**src/rtl/axi2ahb_pkg.sv**
```systemverilog
// rtl/axi2ahb_pkg.sv - shared response codes and bus-ratio helpers for the AXI-to-AHB read path
package axi2ahb_pkg;

    localparam logic [1:0] RESP_OKAY   = 2'b00;
    localparam logic [1:0] RESP_SLVERR = 2'b10;

    function automatic int ratio_of(input int axi_w, input int ahb_w);
        return axi_w / ahb_w;
    endfunction

    // Legal when the AXI bus is a whole power-of-two multiple (1..8) of the AHB bus
    function automatic bit ratio_legal(input int axi_w, input int ahb_w);
        int r;
        if (ahb_w <= 0 || (axi_w % ahb_w) != 0) return 1'b0;
        r = axi_w / ahb_w;
        return (r == 1) || (r == 2) || (r == 4) || (r == 8);
    endfunction

endpackage

```
**src/rtl/axi2ahb_rdata_pack_if.sv**
```systemverilog
// rtl/axi2ahb_rdata_pack_if.sv - AXI R channel plus AHB data-phase signals seen by the read packer
interface axi2ahb_rdata_pack_if #(
    parameter int ID_W  = 1,
    parameter int AXI_W = 64,
    parameter int AHB_W = 32
);
    logic [ID_W-1:0]  RID;
    logic [AXI_W-1:0] RDATA;
    logic [1:0]       RRESP;
    logic             RLAST;
    logic             RVALID;
    logic             RREADY;
    logic [AHB_W-1:0] HRDATA;
    logic             HREADY;
    logic             HRESP;

    modport master (
        output RID, RDATA, RRESP, RLAST, RVALID,
        input  RREADY, HRDATA, HREADY, HRESP
    );

    modport slave (
        input  RID, RDATA, RRESP, RLAST, RVALID,
        output RREADY, HRDATA, HREADY, HRESP
    );
endinterface

```
**src/rtl/sync_fifo.sv**
```systemverilog
// rtl/sync_fifo.sv - single-clock FIFO with occupancy count, zeroed output when empty and drop flag
module sync_fifo #(
    parameter int DATA_WIDTH = 8,
    parameter int DATA_DEPTH = 4
) (
    input  logic                          clk,
    input  logic                          rst,
    input  logic                          wr_en_i,
    input  logic [DATA_WIDTH-1:0]         wr_data_i,
    input  logic                          rd_en_i,
    output logic [DATA_WIDTH-1:0]         rd_data_o,
    output logic                          empty_o,
    output logic                          drop_o,
    output logic [$clog2(DATA_DEPTH):0]   elem_cnt_o
);
    localparam int AW = $clog2(DATA_DEPTH);

    logic [DATA_WIDTH-1:0] r_mem [DATA_DEPTH];
    logic [AW-1:0]         r_wr_ptr;
    logic [AW-1:0]         r_rd_ptr;
    logic [AW:0]           r_cnt;
    logic                  w_full;
    logic                  w_rd;
    logic                  w_wr;

    assign w_full  = (r_cnt == (AW+1)'(DATA_DEPTH));
    assign empty_o = (r_cnt == '0);
    assign w_rd    = rd_en_i && !empty_o;
    // A pop in the same cycle frees the slot, so a push into a full FIFO still lands
    assign w_wr    = wr_en_i && (!w_full || w_rd);
    assign drop_o  = wr_en_i && w_full && !w_rd;

    assign rd_data_o  = empty_o ? '0 : r_mem[r_rd_ptr];
    assign elem_cnt_o = r_cnt;

    always_ff @(posedge clk) begin
        if (w_wr) begin
            r_mem[r_wr_ptr] <= wr_data_i;
        end
    end

    always_ff @(posedge clk) begin
        if (rst) begin
            r_wr_ptr <= '0;
            r_rd_ptr <= '0;
            r_cnt    <= '0;
        end else begin
            if (w_wr) r_wr_ptr <= r_wr_ptr + 1'b1;
            if (w_rd) r_rd_ptr <= r_rd_ptr + 1'b1;
            case ({w_wr, w_rd})
                2'b10:   r_cnt <= r_cnt + (AW+1)'(1);
                2'b01:   r_cnt <= r_cnt - (AW+1)'(1);
                default: r_cnt <= r_cnt;
            endcase
        end
    end
endmodule

```
**src/rtl/axi2ahb_rdata_pack.sv**
```systemverilog
// rtl/axi2ahb_rdata_pack.sv - packs AHB read beats into AXI R beats with error accumulation and an R FIFO
module axi2ahb_rdata_pack
    import axi2ahb_pkg::*;
#(
    parameter int AXI_ID_WIDTH   = 1,
    parameter int AXI_DATA_WIDTH = 64,
    parameter int AHB_DATA_WIDTH = 32,
    parameter int FIFO_DEPTH     = 16,
    parameter int ERR_MODE       = 0,
    localparam int RATIO  = ratio_of(AXI_DATA_WIDTH, AHB_DATA_WIDTH),
    localparam int LANE_W = (RATIO > 1) ? $clog2(RATIO) : 1,
    localparam int LVL_W  = $clog2(FIFO_DEPTH) + 1
) (
    input  logic                    ACLK,
    input  logic                    ARESET,
    axi2ahb_rdata_pack_if.master    bus,
    input  logic [AXI_ID_WIDTH-1:0] cmd_id_i,
    input  logic                    cmd_error_i,
    input  logic                    ctrl_rdata_valid_i,
    input  logic [LANE_W-1:0]       ctrl_rdata_lane_i,
    input  logic                    ctrl_rdata_pack_end_i,
    input  logic                    ctrl_rdata_last_i,
    output logic                    ctrl_rdata_ready_o,
    output logic [LVL_W-1:0]        fifo_level_o,
    output logic                    overflow_o
);
    localparam int ENT_W = AXI_ID_WIDTH + AXI_DATA_WIDTH + 3;

    if (!ratio_legal(AXI_DATA_WIDTH, AHB_DATA_WIDTH) || FIFO_DEPTH < 4 ||
        (FIFO_DEPTH & (FIFO_DEPTH - 1)) != 0) begin : g_bad_params
        $error("axi2ahb_rdata_pack: illegal bus ratio or FIFO depth");
    end

    logic [AXI_DATA_WIDTH-1:0] r_pack;
    logic                      r_acc_err;
    logic                      r_err_pend;
    logic                      r_sticky;
    logic                      r_overflow;

    logic [AXI_DATA_WIDTH-1:0] w_pack_merged;
    logic                      w_acc;
    logic                      w_push;
    logic                      w_beat_err;
    logic [1:0]                w_resp;
    logic [ENT_W-1:0]          w_push_data;
    logic [ENT_W-1:0]          w_rd_data;
    logic                      w_empty;
    logic                      w_drop;
    logic [LVL_W-1:0]          w_level;

    assign w_acc      = ctrl_rdata_valid_i && bus.HREADY;
    assign w_push     = w_acc && (ctrl_rdata_pack_end_i || ctrl_rdata_last_i || (RATIO == 1));
    assign w_beat_err = bus.HRESP || r_err_pend || cmd_error_i || ((ERR_MODE != 0) && r_sticky);
    assign w_resp     = (r_acc_err || w_beat_err) ? RESP_SLVERR : RESP_OKAY;

    always_comb begin
        w_pack_merged = r_pack;
        for (int i = 0; i < RATIO; i++) begin
            if (RATIO == 1 || ctrl_rdata_lane_i == LANE_W'(i)) begin
                w_pack_merged[i*AHB_DATA_WIDTH +: AHB_DATA_WIDTH] = bus.HRDATA;
            end
        end
    end

    assign w_push_data = {cmd_id_i, w_pack_merged, w_resp, ctrl_rdata_last_i};

    always_ff @(posedge ACLK) begin
        if (ARESET) begin
            r_pack     <= '0;
            r_acc_err  <= 1'b0;
            r_err_pend <= 1'b0;
            r_sticky   <= 1'b0;
            r_overflow <= 1'b0;
        end else begin
            // First cycle of a two-cycle AHB error; folded into the beat that completes next
            if (w_acc) begin
                r_err_pend <= 1'b0;
            end else if (ctrl_rdata_valid_i && bus.HRESP && !bus.HREADY) begin
                r_err_pend <= 1'b1;
            end
            if (w_acc) begin
                if (w_push) begin
                    r_pack    <= '0;
                    r_acc_err <= 1'b0;
                end else begin
                    r_pack    <= w_pack_merged;
                    r_acc_err <= r_acc_err || w_beat_err;
                end
                if (ERR_MODE != 0) begin
                    r_sticky <= ctrl_rdata_last_i ? 1'b0 : (r_sticky || w_beat_err);
                end
            end
            if (w_drop) begin
                r_overflow <= 1'b1;
            end
        end
    end

    sync_fifo #(
        .DATA_WIDTH (ENT_W),
        .DATA_DEPTH (FIFO_DEPTH)
    ) u_fifo (
        .clk        (ACLK),
        .rst        (ARESET),
        .wr_en_i    (w_push),
        .wr_data_i  (w_push_data),
        .rd_en_i    (bus.RREADY),
        .rd_data_o  (w_rd_data),
        .empty_o    (w_empty),
        .drop_o     (w_drop),
        .elem_cnt_o (w_level)
    );

    assign {bus.RID, bus.RDATA, bus.RRESP, bus.RLAST} = w_rd_data;
    assign bus.RVALID = !w_empty;

    assign fifo_level_o = w_level;
    assign overflow_o   = r_overflow;
    // Keeps one slot free for the data phase already issued when ready drops
    assign ctrl_rdata_ready_o = !ARESET && ((FIFO_DEPTH - int'(w_level)) >= 2);
endmodule

```
**src/flat_wrapper.sv**
```systemverilog
// flat-port wrapper written by rule: the top's interface ports become plain ports
module axi2ahb_rdata_pack_flat import axi2ahb_pkg::*;
#(
    parameter int AXI_ID_WIDTH   = 1,
    parameter int AXI_DATA_WIDTH = 64,
    parameter int AHB_DATA_WIDTH = 32,
    parameter int FIFO_DEPTH     = 16,
    parameter int ERR_MODE       = 0,
    localparam int RATIO  = ratio_of(AXI_DATA_WIDTH, AHB_DATA_WIDTH),
    localparam int LANE_W = (RATIO > 1) ? $clog2(RATIO) : 1,
    localparam int LVL_W  = $clog2(FIFO_DEPTH) + 1
)
  (ACLK, ARESET, cmd_id_i, cmd_error_i, ctrl_rdata_valid_i, ctrl_rdata_lane_i, ctrl_rdata_pack_end_i, ctrl_rdata_last_i, ctrl_rdata_ready_o, fifo_level_o, overflow_o, bus_RID, bus_RDATA, bus_RRESP, bus_RLAST, bus_RVALID, bus_RREADY, bus_HRDATA, bus_HREADY, bus_HRESP);
  axi2ahb_rdata_pack_if #(.ID_W(1), .AXI_W(64), .AHB_W(32)) bus_i ();
  input  logic ACLK;
  input  logic ARESET;
  input  logic [AXI_ID_WIDTH-1:0] cmd_id_i;
  input  logic cmd_error_i;
  input  logic ctrl_rdata_valid_i;
  input  logic [LANE_W-1:0] ctrl_rdata_lane_i;
  input  logic ctrl_rdata_pack_end_i;
  input  logic ctrl_rdata_last_i;
  output logic ctrl_rdata_ready_o;
  output logic [LVL_W-1:0] fifo_level_o;
  output logic overflow_o;
  output wire logic [$bits(bus_i.RID)-1:0] bus_RID;
  output wire logic [$bits(bus_i.RDATA)-1:0] bus_RDATA;
  output wire logic [$bits(bus_i.RRESP)-1:0] bus_RRESP;
  output wire logic [$bits(bus_i.RLAST)-1:0] bus_RLAST;
  output wire logic [$bits(bus_i.RVALID)-1:0] bus_RVALID;
  input wire logic [$bits(bus_i.RREADY)-1:0] bus_RREADY;
  input wire logic [$bits(bus_i.HRDATA)-1:0] bus_HRDATA;
  input wire logic [$bits(bus_i.HREADY)-1:0] bus_HREADY;
  input wire logic [$bits(bus_i.HRESP)-1:0] bus_HRESP;
  assign bus_RID = bus_i.RID;
  assign bus_RDATA = bus_i.RDATA;
  assign bus_RRESP = bus_i.RRESP;
  assign bus_RLAST = bus_i.RLAST;
  assign bus_RVALID = bus_i.RVALID;
  assign bus_i.RREADY = bus_RREADY;
  assign bus_i.HRDATA = bus_HRDATA;
  assign bus_i.HREADY = bus_HREADY;
  assign bus_i.HRESP = bus_HRESP;
  axi2ahb_rdata_pack #(.AXI_ID_WIDTH(AXI_ID_WIDTH), .AXI_DATA_WIDTH(AXI_DATA_WIDTH), .AHB_DATA_WIDTH(AHB_DATA_WIDTH), .FIFO_DEPTH(FIFO_DEPTH), .ERR_MODE(ERR_MODE)) u_core (.ACLK(ACLK), .ARESET(ARESET), .bus(bus_i), .cmd_id_i(cmd_id_i), .cmd_error_i(cmd_error_i), .ctrl_rdata_valid_i(ctrl_rdata_valid_i), .ctrl_rdata_lane_i(ctrl_rdata_lane_i), .ctrl_rdata_pack_end_i(ctrl_rdata_pack_end_i), .ctrl_rdata_last_i(ctrl_rdata_last_i), .ctrl_rdata_ready_o(ctrl_rdata_ready_o), .fifo_level_o(fifo_level_o), .overflow_o(overflow_o));
endmodule
```
**config.mk**
```make
export PLATFORM = sky130hd
export DESIGN_NAME = axi2ahb_rdata_pack_flat
export DESIGN_NICKNAME = d
export VERILOG_FILES = /design/src/rtl/axi2ahb_pkg.sv /design/src/rtl/axi2ahb_rdata_pack_if.sv /design/src/rtl/sync_fifo.sv /design/src/rtl/axi2ahb_rdata_pack.sv /design/src/flat_wrapper.sv
export SDC_FILE = /design/constraint.sdc
export NUM_CORES = 1
export LEC_CHECK = 0
export ABC_CLOCK_PERIOD_IN_PS = 19600
export BUFFER_PORTS_ARGS = -buffer_cell sky130_fd_sc_hd__buf_4
export CORE_ASPECT_RATIO = 0.7
export CORE_MARGIN = 2
export CORE_UTILIZATION = 57
export DETAILED_ROUTE_END_ITERATION = 10
export HOLD_SLACK_MARGIN = 0.02
export PLACE_DENSITY = 0.77
export REMOVE_ABC_BUFFERS = 1
export SYNTH_ARGS = -nofsm -noshare
export SYNTH_HDL_FRONTEND = slang
export SYNTH_SLANG_ARGS = --single-unit
```
**constraint.sdc**
```tcl
create_clock -name ACLK -period 19.6 [get_ports ACLK]
set_input_delay 2.94 -clock ACLK [delete_from_list [all_inputs] [get_ports ACLK]]
set_output_delay 2.94 -clock ACLK [all_outputs]
set_load 0.02 [all_outputs]
```
==> impl_summary.txt <==
----------------------------------------------------
[Route]
  DRT antenna net count ... 0
  Via count ... 23690
  Vias per std cell ... 6.704
  Pre-antenna DRT Iters ... 6
  Final routed DRC violation total ... 0
  Detail-routed net length per standard cell ... 30.15 um
  Detailed-route wire length ... 106.5 mm
  Initial drt markers ... 3485

[Layout]
  Relative area change from synthesis to final layout ... 12.92%
  Number of diodes ... 0
  Non-filler instance count after layout ... 3533
  Total non-filler cell area in the finished layout ... 50580 um^2
  Number of fill cells in the layout ... 4846
  Share of final-layout standard cells stronger than drive strength 1 ... 27.20%
  Utilization after layout ... 65.42%
  Number of nets in the finished design ... 2448

[Synth]
  Most instantiated library cell after synthesis ... sky130_fd_sc_hd__edfxtp_1
  EDFF count, synth ... 1072
  Fraction of synthesized cell area taken by the top area cell type ... 71.87%
  Fraction of synthesis flops using an asynchronous set or reset pin ... 0%
  Largest family of logic cells by synthesized area ... multiplexers
  Adder and majority gate portion of the synthesized area ... 0.2793%
  Yosys top cell by area ... sky130_fd_sc_hd__edfxtp_1
  Number of instances in the synthesized netlist ... 2266
  Sequential fraction of the synthesis area ... 75.62%
  Warnings from Yosys ... 0
  Post-synthesis xor/xnor area fraction ... 0.1564%
  Synth Area in Simple Gates ... 2.324%
  Main area contributors after synthesis ... sky130_fd_sc_hd__edfxtp_1 72%, sky130_fd_sc_hd__mux4_2 9.0%, sky130_fd_sc_hd__dfxtp_1 3.8%, sky130_fd_sc_hd__mux2_2 3.1%, sky130_fd_sc_hd__mux2i_1 2.5%
  Mapped Area ... 44790 um^2
  Post-synthesis mux area share ... 14.57%
  Primary FF master, synth ... sky130_fd_sc_hd__edfxtp_1
  Ranking of synthesized cells by instance count ... 1072 x sky130_fd_sc_hd__edfxtp_1, 178 x sky130_fd_sc_hd__mux4_2, 122 x sky130_fd_sc_hd__mux2_2, 114 x sky130_fd_sc_hd__mux2i_1, 84 x sky130_fd_sc_hd__dfxtp_1
  Number of distinct library cell variants in the gate-level netlist after synthesis ... 54
  Share of the synthesized area in compound gates (AO/OA/AOI/OAI) ... 5.296%
  Number of register bits inferred by synthesis ... 1156
  Synthesized area per cell ... 19.77 um^2

[CTS]
  Clk root buf ... sky130_fd_sc_hd__clkbuf_16
  Clock sink count ... 1156
  CTS tree ... yes
  Number of hold buffers added after cts ... 0
  Clk pin slew, worst setup/hold paths ... 0.06 ns
  Maximum clock path buffer count ... 3
  TritonCTS Buffers ... 106
  Post_cts resized ... 0
  H-tree Lvls ... 3
  Number of buffers added for setup after CTS ... 0
  Worst-skew pair later-pin latency ... 0.67 ns

[Place]
  Placed cell areas ... 46830 um^2
  Number of buffer cells added on primary ports ... 117
  Detail Placement HPWL ... 53.07 mm
  Global placer's final weighted congestion ... 0.7712
  Placed Cells incl. Taps ... 3331

[Global route]
  Leftover overflow at the end of global routing ... 0
  Total global routing track utilization ... 26.36%
  Antenna violations before repair ... 1
  Largest net degree at the start of global routing ... 129
  First-pass GRT wire length ... 155.2 mm
  Number of global-route vias before repair ... 23860

[STA]
  Setup TNS Final ... 0 ns
  Tightest slew margin relative to the limit ... 12.28%
  Setup-violating endpoint count in the final report ... 0
  Worst Tran Pin Value ... 1.310 ns
  Share of the clock period used by the worst path ... 38.60%
  Setup clock skew after layout ... 0.02474 ns
  Max frequency ... 132.2 MHz
  Fin. Hold Viols ... 0
  RSZ-0062 raised after global routing ... no
  Final critical delay including setup and external delays ... 7.567 ns
  Fin. max-slew vios ... 0

[Critical path]
  Startpoint type of the worst setup path ... flop
  Critical path capture point type ... primary output
  R2R depth ... 10
  Worst endpoint required time ... 16.66 ns
  Arrival time worst endpoint ... 4.63 ns
  WS Path Type ... flop to primary output
  Critical path fanouts, max ... 32

[Flow run]
  Max capacitance violation total ... 0

[Min path]
  Hold path cells ... 1
  Type of the tightest min-delay check ... flop to flop

[Die]
  Initial core utilization ... 57.93%
  Core outline area ... 77320 um^2
  Chip height ... 238.5 um
  Area of the die ... 80870 um^2
  Die W ... 339.0 um
  Total number of placement rows ... 85
  Number of placed I/O pins ... 119

[Power and ir drop]
  Cell Pwr Density ... 123.5 nW/um^2
  Maximum resistive drop on vdd ... 0.09691 mV
  Static leakage ... 15.99 nW

[Outcome]
  Result of the run ... complete, no violations

----------------------------------------------------
cell usage in the layout, fill, tap and decap left out, drive strengths merged, types with 5 or more instances in the layout:
cell type	instances
inv	11
nor2	69
a22o	25
o211ai	43
clkbuf	132
a221o	14
a211oi	12
nand4	15
mux2	122
mux2i	114
a222oi	10
xnor2	5
dfxtp	84
mux4	178
a21oi	37
a22oi	42
nor3	11
o21ai	12
clkinvlp	6
nand2	80
ha	10
edfxtp	1072
clkinv	44
nor2b	6
bufinv	17
buf	169
o22ai	11
a32o	65
and3	16
a32oi	15
power by group:
part	switching (W)	leakage [nW]	total, W	internal, W
sequential	0.0000333	10.5	0.00276	0.00272
clock	0.000902	1.84	0.00218	0.00128
combinational	0.000790	3.68	0.00131	0.000518
cell type report:
type / count / area [um^2] / area share, %
Tap cell: 1044 / 1306 / 2.583
Multi-Input combinational cell: 954 / 10320 / 20.40
Clock inverter: 70 / 854.6 / 1.690
Inverter: 8 / 30.03 / 0.05937
Sequential cell: 1156 / 33880 / 66.99
Clock buffer: 132 / 2894 / 5.722
Timing Repair Buffer: 169 / 1294 / 2.558
flip-flops by register name, indices dropped and copies added, names as in the netlist, named ones only:
register	flops
u_core.overflow_o	1
u_core.r_acc_err	1
u_core.r_err_pend	1
u_core.r_pack	64
u_core.u_fifo.elem_cnt_o	5
u_core.u_fifo.r_mem	1072
u_core.u_fifo.r_rd_ptr	4
u_core.u_fifo.r_wr_ptr	4
layer usage:
metal | track usage [%] | part of all wire, % | vias to the layer above
met1 | 37.76 | 39 | 12310
met5 | 0 | 0.0066 | -
met4 | 7.354 | 2.4 | 2
met3 | 6.393 | 11 | 186
li1 | - | - | 9681
met2 | 41.05 | 47 | 1508
through the flow:
stage | hold slack, ns | setup WS [ns] | total power, W
final | 0.4622 | 12.03 | 0.006246
after global routing | 0.4759 | 11.81 | 0.006431
after CTS | 0.4632 | 12.02 | 0.006262
after detailed placement | 0.4480 | 12.73 | 0.004105
after global placement | 0.4405 | 12.78 | 0.004086
after floorplan | 0.4364 | 2.868 | 0.003792
path summary, 6_finish.rpt:
check                                                 from                                    to  slack [ns]
setup / recovery  u_core.u_fifo.elem_cnt_o[1]$_SDFFE_PP0P_                          bus_RDATA[6]       12.03
setup reg to reg  u_core.u_fifo.elem_cnt_o[1]$_SDFFE_PP0P_  u_core.u_fifo.r_mem[5][49]$_DFFE_PP_       14.74
hold / removal              u_core.r_pack[46]$_SDFFE_PP0P_        u_core.r_pack[46]$_SDFFE_PP0P_        0.46
hold reg to reg             u_core.r_pack[46]$_SDFFE_PP0P_        u_core.r_pack[46]$_SDFFE_PP0P_        0.46
worst max-delay path, cell delays in order, from the launching register on:
cell and delay, ns:
sky130_fd_sc_hd__dfxtp_1 0.52, sky130_fd_sc_hd__inv_1 0.15, sky130_fd_sc_hd__ha_1 0.23, sky130_fd_sc_hd__nor3b_1 0.16
sky130_fd_sc_hd__ha_1 0.19, sky130_fd_sc_hd__buf_4 0.21, sky130_fd_sc_hd__nor2b_4 0.12, sky130_fd_sc_hd__buf_4 0.45
sky130_fd_sc_hd__and2_2 0.82, sky130_fd_sc_hd__buf_4 0.48, sky130_fd_sc_hd__a22oi_1 0.17, sky130_fd_sc_hd__o211ai_1 0.17
sky130_fd_sc_hd__buf_4 0.20
logic make-up after synthesis:
kind of cell / count (synthesis)
AOI/OAI and AO/OA: 297
xor gates and xnor gates: 8
adders and majority gates: 10
buffers and inverters: 156
DFF: 1156
muxes: 414
other: 1
and+or+nand+nor: 224
Power figures use the tool's default switching activity.
